File: src/rtl/oled_step_sequencer.sv
// ROM-driven step sequencer for SSD1306-class OLED bring-up: pin updates, tick waits,
// SPI command/data bytes, fill bursts and nested loops, all on clk with a tick enable.
//
// state     | meaning
// ST_IDLE   | waiting for start
// ST_FETCH  | rom_addr presented, ROM latency cycle
// ST_DECODE | rom_data valid, execute or dispatch the step
// ST_WAIT   | counting wait ticks
// ST_TX_REQ | tx_valid high until tx_ready
// ST_TX_WAIT| byte accepted, waiting for tx_done
// ST_DONE   | END reached, held until start/abort
// ST_ERROR  | fault, held until start/abort
module oled_step_sequencer #(
  parameter int                   ADDR_WIDTH = 8,
  parameter int                   PIN_COUNT  = 4,
  parameter logic [PIN_COUNT-1:0] PIN_RESET  = 4'b0011,
  parameter int                   TICK_DIV   = 50000,
  parameter int                   WAIT_WIDTH = 24,
  parameter int                   LOOP_DEPTH = 2
) (
  input  logic                  clk,
  input  logic                  rst,
  input  logic                  start,
  input  logic                  abort,
  output logic [ADDR_WIDTH-1:0] rom_addr,
  input  logic [31:0]           rom_data,
  output logic                  tx_valid,
  input  logic                  tx_ready,
  input  logic                  tx_done,
  output logic [7:0]            tx_byte,
  output logic                  oled_dc,
  output logic [PIN_COUNT-1:0]  pins,
  output logic                  busy,
  output logic                  done,
  output logic                  error
);

  localparam int PW  = (TICK_DIV > 1) ? $clog2(TICK_DIV) : 1;
  localparam int SPW = $clog2(LOOP_DEPTH + 1);
  localparam int STK = 1 << SPW;

  localparam logic [3:0] OP_END     = 4'd0;
  localparam logic [3:0] OP_PINS    = 4'd1;
  localparam logic [3:0] OP_WAIT    = 4'd2;
  localparam logic [3:0] OP_CMD     = 4'd3;
  localparam logic [3:0] OP_DATA    = 4'd4;
  localparam logic [3:0] OP_FILL    = 4'd5;
  localparam logic [3:0] OP_LOOP    = 4'd6;
  localparam logic [3:0] OP_ENDLOOP = 4'd7;

  typedef enum logic [2:0] {
    ST_IDLE, ST_FETCH, ST_DECODE, ST_WAIT, ST_TX_REQ, ST_TX_WAIT, ST_DONE, ST_ERROR
  } state_t;

  state_t                state_q, state_d;
  logic [ADDR_WIDTH-1:0] rom_addr_q, rom_addr_d;
  logic                  tx_valid_q, tx_valid_d;
  logic [7:0]            tx_byte_q, tx_byte_d;
  logic                  dc_q, dc_d;
  logic [PIN_COUNT-1:0]  pins_q, pins_d;
  logic                  busy_q, busy_d;
  logic                  done_q, done_d;
  logic                  error_q, error_d;
  logic [PW-1:0]         presc_q, presc_d;
  logic [WAIT_WIDTH-1:0] wait_q, wait_d;
  logic [15:0]           burst_q, burst_d;
  logic [SPW-1:0]        sp_q, sp_d;
  logic [ADDR_WIDTH-1:0] stk_addr_q [STK];
  logic [ADDR_WIDTH-1:0] stk_addr_d [STK];
  logic [15:0]           stk_cnt_q [STK];
  logic [15:0]           stk_cnt_d [STK];

  logic [3:0]     opcode;
  logic [27:0]    arg;
  logic           tick;
  logic           advance;
  logic           fault;
  logic [SPW-1:0] top;
  logic [15:0]    loop_cnt;
  logic           unused_arg;

  assign opcode     = rom_data[31:28];
  assign arg        = rom_data[27:0];
  assign tick       = (presc_q == '0);
  assign top        = sp_q - SPW'(1);
  assign loop_cnt   = (arg[15:0] == 16'd0) ? 16'd1 : arg[15:0];
  assign unused_arg = ^arg[27:24];

  assign rom_addr = rom_addr_q;
  assign tx_valid = tx_valid_q;
  assign tx_byte  = tx_byte_q;
  assign oled_dc  = dc_q;
  assign pins     = pins_q;
  assign busy     = busy_q;
  assign done     = done_q;
  assign error    = error_q;

  always_comb begin
    state_d    = state_q;
    rom_addr_d = rom_addr_q;
    tx_valid_d = tx_valid_q;
    tx_byte_d  = tx_byte_q;
    dc_d       = dc_q;
    pins_d     = pins_q;
    done_d     = done_q;
    error_d    = error_q;
    wait_d     = wait_q;
    burst_d    = burst_q;
    sp_d       = sp_q;
    stk_addr_d = stk_addr_q;
    stk_cnt_d  = stk_cnt_q;
    advance    = 1'b0;
    fault      = 1'b0;
    // prescaler free-runs so tick phase is independent of when a WAIT starts
    presc_d    = tick ? PW'(TICK_DIV - 1) : presc_q - PW'(1);

    case (state_q)
      ST_IDLE, ST_DONE, ST_ERROR: begin
        if (start) begin
          state_d    = ST_FETCH;
          rom_addr_d = '0;
          sp_d       = '0;
          done_d     = 1'b0;
          error_d    = 1'b0;
        end
      end
      ST_FETCH: state_d = ST_DECODE;
      ST_DECODE: begin
        case (opcode)
          OP_END: begin
            state_d = ST_DONE;
            done_d  = 1'b1;
          end
          OP_PINS: begin
            pins_d  = arg[PIN_COUNT-1:0];
            advance = 1'b1;
          end
          OP_WAIT: begin
            if (arg[WAIT_WIDTH-1:0] == '0) begin
              advance = 1'b1;
            end else begin
              wait_d  = arg[WAIT_WIDTH-1:0];
              state_d = ST_WAIT;
            end
          end
          OP_CMD, OP_DATA, OP_FILL: begin
            tx_byte_d  = arg[7:0];
            dc_d       = (opcode != OP_CMD);
            burst_d    = (opcode == OP_FILL) ? arg[23:8] : 16'd0;
            tx_valid_d = 1'b1;
            state_d    = ST_TX_REQ;
          end
          OP_LOOP: begin
            if (sp_q == SPW'(LOOP_DEPTH)) begin
              fault = 1'b1;
            end else begin
              stk_addr_d[sp_q] = rom_addr_q + ADDR_WIDTH'(1);
              stk_cnt_d[sp_q]  = loop_cnt;
              sp_d             = sp_q + SPW'(1);
              advance          = 1'b1;
            end
          end
          OP_ENDLOOP: begin
            if (sp_q == '0) begin
              fault = 1'b1;
            end else if (stk_cnt_q[top] > 16'd1) begin
              stk_cnt_d[top] = stk_cnt_q[top] - 16'd1;
              rom_addr_d     = stk_addr_q[top];
              state_d        = ST_FETCH;
            end else begin
              sp_d    = top;
              advance = 1'b1;
            end
          end
          default: fault = 1'b1;
        endcase
      end
      ST_WAIT: begin
        if (tick) begin
          if (wait_q == WAIT_WIDTH'(1)) advance = 1'b1;
          else wait_d = wait_q - WAIT_WIDTH'(1);
        end
      end
      ST_TX_REQ: begin
        if (tx_ready) begin
          tx_valid_d = 1'b0;
          state_d    = ST_TX_WAIT;
        end
      end
      ST_TX_WAIT: begin
        if (tx_done) begin
          if (burst_q != 16'd0) begin
            burst_d    = burst_q - 16'd1;
            tx_valid_d = 1'b1;
            state_d    = ST_TX_REQ;
          end else begin
            advance = 1'b1;
          end
        end
      end
      default: state_d = ST_IDLE;
    endcase

    // the address space does not wrap: stepping off the last word is a fault
    if (advance) begin
      if (&rom_addr_q) begin
        fault = 1'b1;
      end else begin
        rom_addr_d = rom_addr_q + ADDR_WIDTH'(1);
        state_d    = ST_FETCH;
      end
    end

    if (fault) begin
      state_d = ST_ERROR;
      error_d = 1'b1;
    end

    if (abort) begin
      state_d    = ST_IDLE;
      tx_valid_d = 1'b0;
      pins_d     = pins_q;
      done_d     = done_q;
      error_d    = error_q;
    end

    busy_d = !(state_d inside {ST_IDLE, ST_DONE, ST_ERROR});
  end

  always_ff @(posedge clk or posedge rst) begin
    if (rst) begin
      state_q    <= ST_IDLE;
      rom_addr_q <= '0;
      tx_valid_q <= 1'b0;
      tx_byte_q  <= 8'd0;
      dc_q       <= 1'b0;
      pins_q     <= PIN_RESET;
      busy_q     <= 1'b0;
      done_q     <= 1'b0;
      error_q    <= 1'b0;
      presc_q    <= '0;
      wait_q     <= '0;
      burst_q    <= 16'd0;
      sp_q       <= '0;
      stk_addr_q <= '{default: '0};
      stk_cnt_q  <= '{default: '0};
    end else begin
      state_q    <= state_d;
      rom_addr_q <= rom_addr_d;
      tx_valid_q <= tx_valid_d;
      tx_byte_q  <= tx_byte_d;
      dc_q       <= dc_d;
      pins_q     <= pins_d;
      busy_q     <= busy_d;
      done_q     <= done_d;
      error_q    <= error_d;
      presc_q    <= presc_d;
      wait_q     <= wait_d;
      burst_q    <= burst_d;
      sp_q       <= sp_d;
      stk_addr_q <= stk_addr_d;
      stk_cnt_q  <= stk_cnt_d;
    end
  end

endmodule

File: config.mk
export PLATFORM = sky130hd
export DESIGN_NAME = oled_step_sequencer
export DESIGN_NICKNAME = d
export VERILOG_FILES = /design/src/rtl/oled_step_sequencer.sv
export SDC_FILE = /design/constraint.sdc
export NUM_CORES = 1
export LEC_CHECK = 0
export BUFFER_PORTS_ARGS = -buffer_cell sky130_fd_sc_hd__buf_2
export CELL_PAD_IN_SITES_DETAIL_PLACEMENT = 0
export CELL_PAD_IN_SITES_GLOBAL_PLACEMENT = 1
export CORE_UTILIZATION = 31
export CTS_BUF_LIST = sky130_fd_sc_hd__clkbuf_4 sky130_fd_sc_hd__clkbuf_8
export CTS_CLUSTER_SIZE = 24
export DETAILED_ROUTE_END_ITERATION = 6
export GPL_TIMING_DRIVEN = 0
export PLACE_DENSITY = 0.67
export SLEW_MARGIN = 20
export SYNTH_ARGS = -nofsm -noshare
export SYNTH_HDL_FRONTEND = slang
export SYNTH_SLANG_ARGS = --single-unit
File: constraint.sdc
create_clock -name clk -period 6.9 [get_ports clk]
set_input_delay 1.035 -clock clk [delete_from_list [all_inputs] [get_ports clk]]
set_output_delay 1.035 -clock clk [all_outputs]
set_load 0.005 [all_outputs]
==> reports/qor.txt <==
status: complete, but fails checks
failing checks: DRC
cts repair resizes: 0
post-synth top area share: 0.460
CP startpoint kind: register
R2R setup slack: 980 ps
count leader, synth: dfrtp_1
final hold viol count: 0
global-route wire length before repair: 47500 µm
Least-Margin Pin Slew: 934 ps
RSZ-0062 raised after global routing: false
Peak supply drop: 0.139 mV
initial core utilization: 0.317
area leader, netlist: dfrtp_1
vias in the first global route: 8246
synth top area cells: dfrtp_1 46%, o21ai_0 6.5%, mux4_2 5.5%, nand2_1 4.6%, mux2_2 3.6%
Placer Congestion: 0.827
sw power: 1.32 mW
CP most frequent cell: buf_2
Final Setup Violations: 0
register area share after synthesis: 0.466
CP Data Arrival Time: 6250 ps
Post-Place Cell Area: 0.0106 mm²
Worst R2R End: stk_cnt_q[23]
fillcell total: 3151
hold crit path type: primary input to asynchronous set/reset pin
Via density: 5.41
H-tree Lvls: 4
Max Freq: 0.169 GHz
dominant synthesized flop cell: dfrtp_1
ant diodes: 0
post-CTS setup buffer count: 0
Max Slew Vio Count: 0
post-route clock skew: 20.2 ps
Clock power frac: 0.229
area delta synth->final: 12.9%
max-cap violation count: 0
TritonCTS clock tree: yes
Congestion Overflow GR: 0
CTS Buf Count: 17
die height: 180 µm
Non-Filler Instances: 1496
Worst path slowest cell: clkbuf_1
CTS sink cnt: 182
Distinct cells, synth: 70
Mapped Nets: 1060
maximum root-to-sink buffer count: 2
Worst-path clk slew: 100 ps
Core ar.: 0.0308 mm²
synth warn: 0
cells along the critical path: buf_6, buf_6, buf_4, inv_1, ha_1, clkbuf_1, buf_2, clkbuf_1, mux4_2, inv_1, ha_1, nor2_1, nor4_1, nand4_1, and2_1, buf_2, nor2_2, buf_2, o31ai_1
Final WS setup: 983 ps
leading cell types by count after synthesis: 180 x dfrtp_1, 128 x o21ai_0, 121 x nand2_1, 73 x nor2_1, 65 x a21oi_1
routed vias: 8099
GRT Overall Usage: 0.189
kind of critical path: register to register
CTS Root Cell: clkbuf_8
Nets: 1137
Pint: 2.09 mW
Post-synth EDFFs: 0
die area: 0.0323 mm²
Final HPWL DP: 20400 µm
Flop pwr share: 0.415
dpl ws: 969 ps
share of layout cells above drive strength 1: 0.169
sw frac: 0.387
Logic pwr share: 0.356
Chip Width: 180 µm
Slew HR: 0.372
worst skew pair latency: 480 ps
Top Ports: 63
Avg Inst Size Synth: 9.69 µm²
1st-pass router iterations: 7
Worst EP required: 7230 ps
Crit Path Max Fanout: 10
hold slack: 464 ps
Synth Register Bits: 182
Overall Power: 3.41 mW
Layout Cell Area excl Fill: 0.0111 mm²
pwr dens: 308 mW/mm²
initial antenna violation count: 0
largest net degree at the start of global routing: 90
Post-Synthesis Cell Area: 0.00979 mm²
# hold bufs at CTS: 0
wirelength, routed: 29300 µm
worst reg2reg path depth: 19
CP max stage delay: 560 ps
ANT nets after route: 0
asr flop ratio synth: 1.00
minimum clock period: 5920 ps
WL per Instance: 19.6 µm
reg-to-reg critical path startpoint: sp_q[0]
num rows: 64
period utilization: 0.857
critical path capture point type: register
DRC: 5
Cells after Synth: 1010
Port Buffers: 56
Leak: 4.81 nW
placed insts: 1464
initial DRC count: 629
==> state kept, by name, summed over array words and instances, names as in the netlist, 2 cells and up <==
name,cells
burst_q,16
stk_addr_q,32
pins,4
state_q,3
presc_q,16
rom_addr,8
sp_q,2
tx_byte,8
stk_cnt_q,64
wait_q,24
==> per-stage QoR <==
stage               TNS [ps]   util
global route               0  0.358
CTS                        0  0.358
global placement     -295300  0.343
floorplan                  0      -
detailed placement         0  0.345
finish                     0  0.358
==> area by class of cell <==
class	instances	area [µm²]	area share
clock inverters	11	140	0.0127
inverters	27	109	0.00985
flip-flops and latches	182	4560	0.412
well taps	396	495	0.0448
multi-input cells	734	4850	0.439
plain buffers	67	292	0.0264
clock buffers	21	277	0.0250
repair buffers	58	335	0.0303
==> worst max-delay path, delay by kind of cell, from the launching register on <==
family,cells,cell delay (ps)
flip-flops,1,440
buffers and inverters,10,2900
AO/OA/AOI/OAI,1,120
multiplexers,1,440
AND/OR/NAND/NOR,5,1330
adder cells (fa/ha/maj),2,530
==> power groups by stage <==
stage	clock, mW	sequential (mW)	combinational [mW]
after detailed placement	0	1.43	1.21
after global placement	0	1.43	1.20
final	0.779	1.41	1.21
after floorplan	0	1.40	0.859
after CTS	0.802	1.41	1.22
after global routing	0.841	1.44	1.35
==> cell usage in the layout, fill, tap and decap left out, types with 16 or more instances in the layout <==
master and count:
nand2_1 121, dfrtp_1 180, clkbuf_8 19, nor3_1 24, nor2_1 72, a21oi_1 65, o21ai_0 128, nand3_1 16
nor4_1 23, a22oi_1 17, xor2_1 16, mux2_2 31, clkbuf_1 51, mux4_2 24, inv_1 26, buf_2 65
==> how the worst max path moves through the flow <==
stage	slack, ps	startpoint	to
after floorplan	920	rst	burst_q[0]
after global placement	-1660	rst	tx_byte[5]
after detailed placement	970	sp_q[0]	stk_cnt_q[52]
after CTS	930	sp_q[0]	stk_cnt_q[52]
after global routing	540	sp_q[0]	stk_cnt_q[52]
final	980	sp_q[0]	stk_cnt_q[23]
==> logic make-up after synthesis <==
logic type	share of synthesized area
AO/OA/AOI/OAI	0.178
XOR/XNOR	0.0268
adder cells (fa/ha/maj)	0.0153
buffers and inverters	0.0401
flip-flops	0.466
multiplexers	0.0980
AND/OR/NAND/NOR	0.176
==> metal layers <==
layer | track usage | vias up | share of wire | routed length, µm
li1 | - | 3827 | - | -
met5 | 0 | - | 0 | 0
met4 | 0.0579 | 0 | 0.021 | 609
met1 | 0.254 | 4040 | 0.47 | 13700
met3 | 0.0330 | 36 | 0.037 | 1090
met2 | 0.309 | 196 | 0.47 | 13900
(Power assumes the default switching activity.)
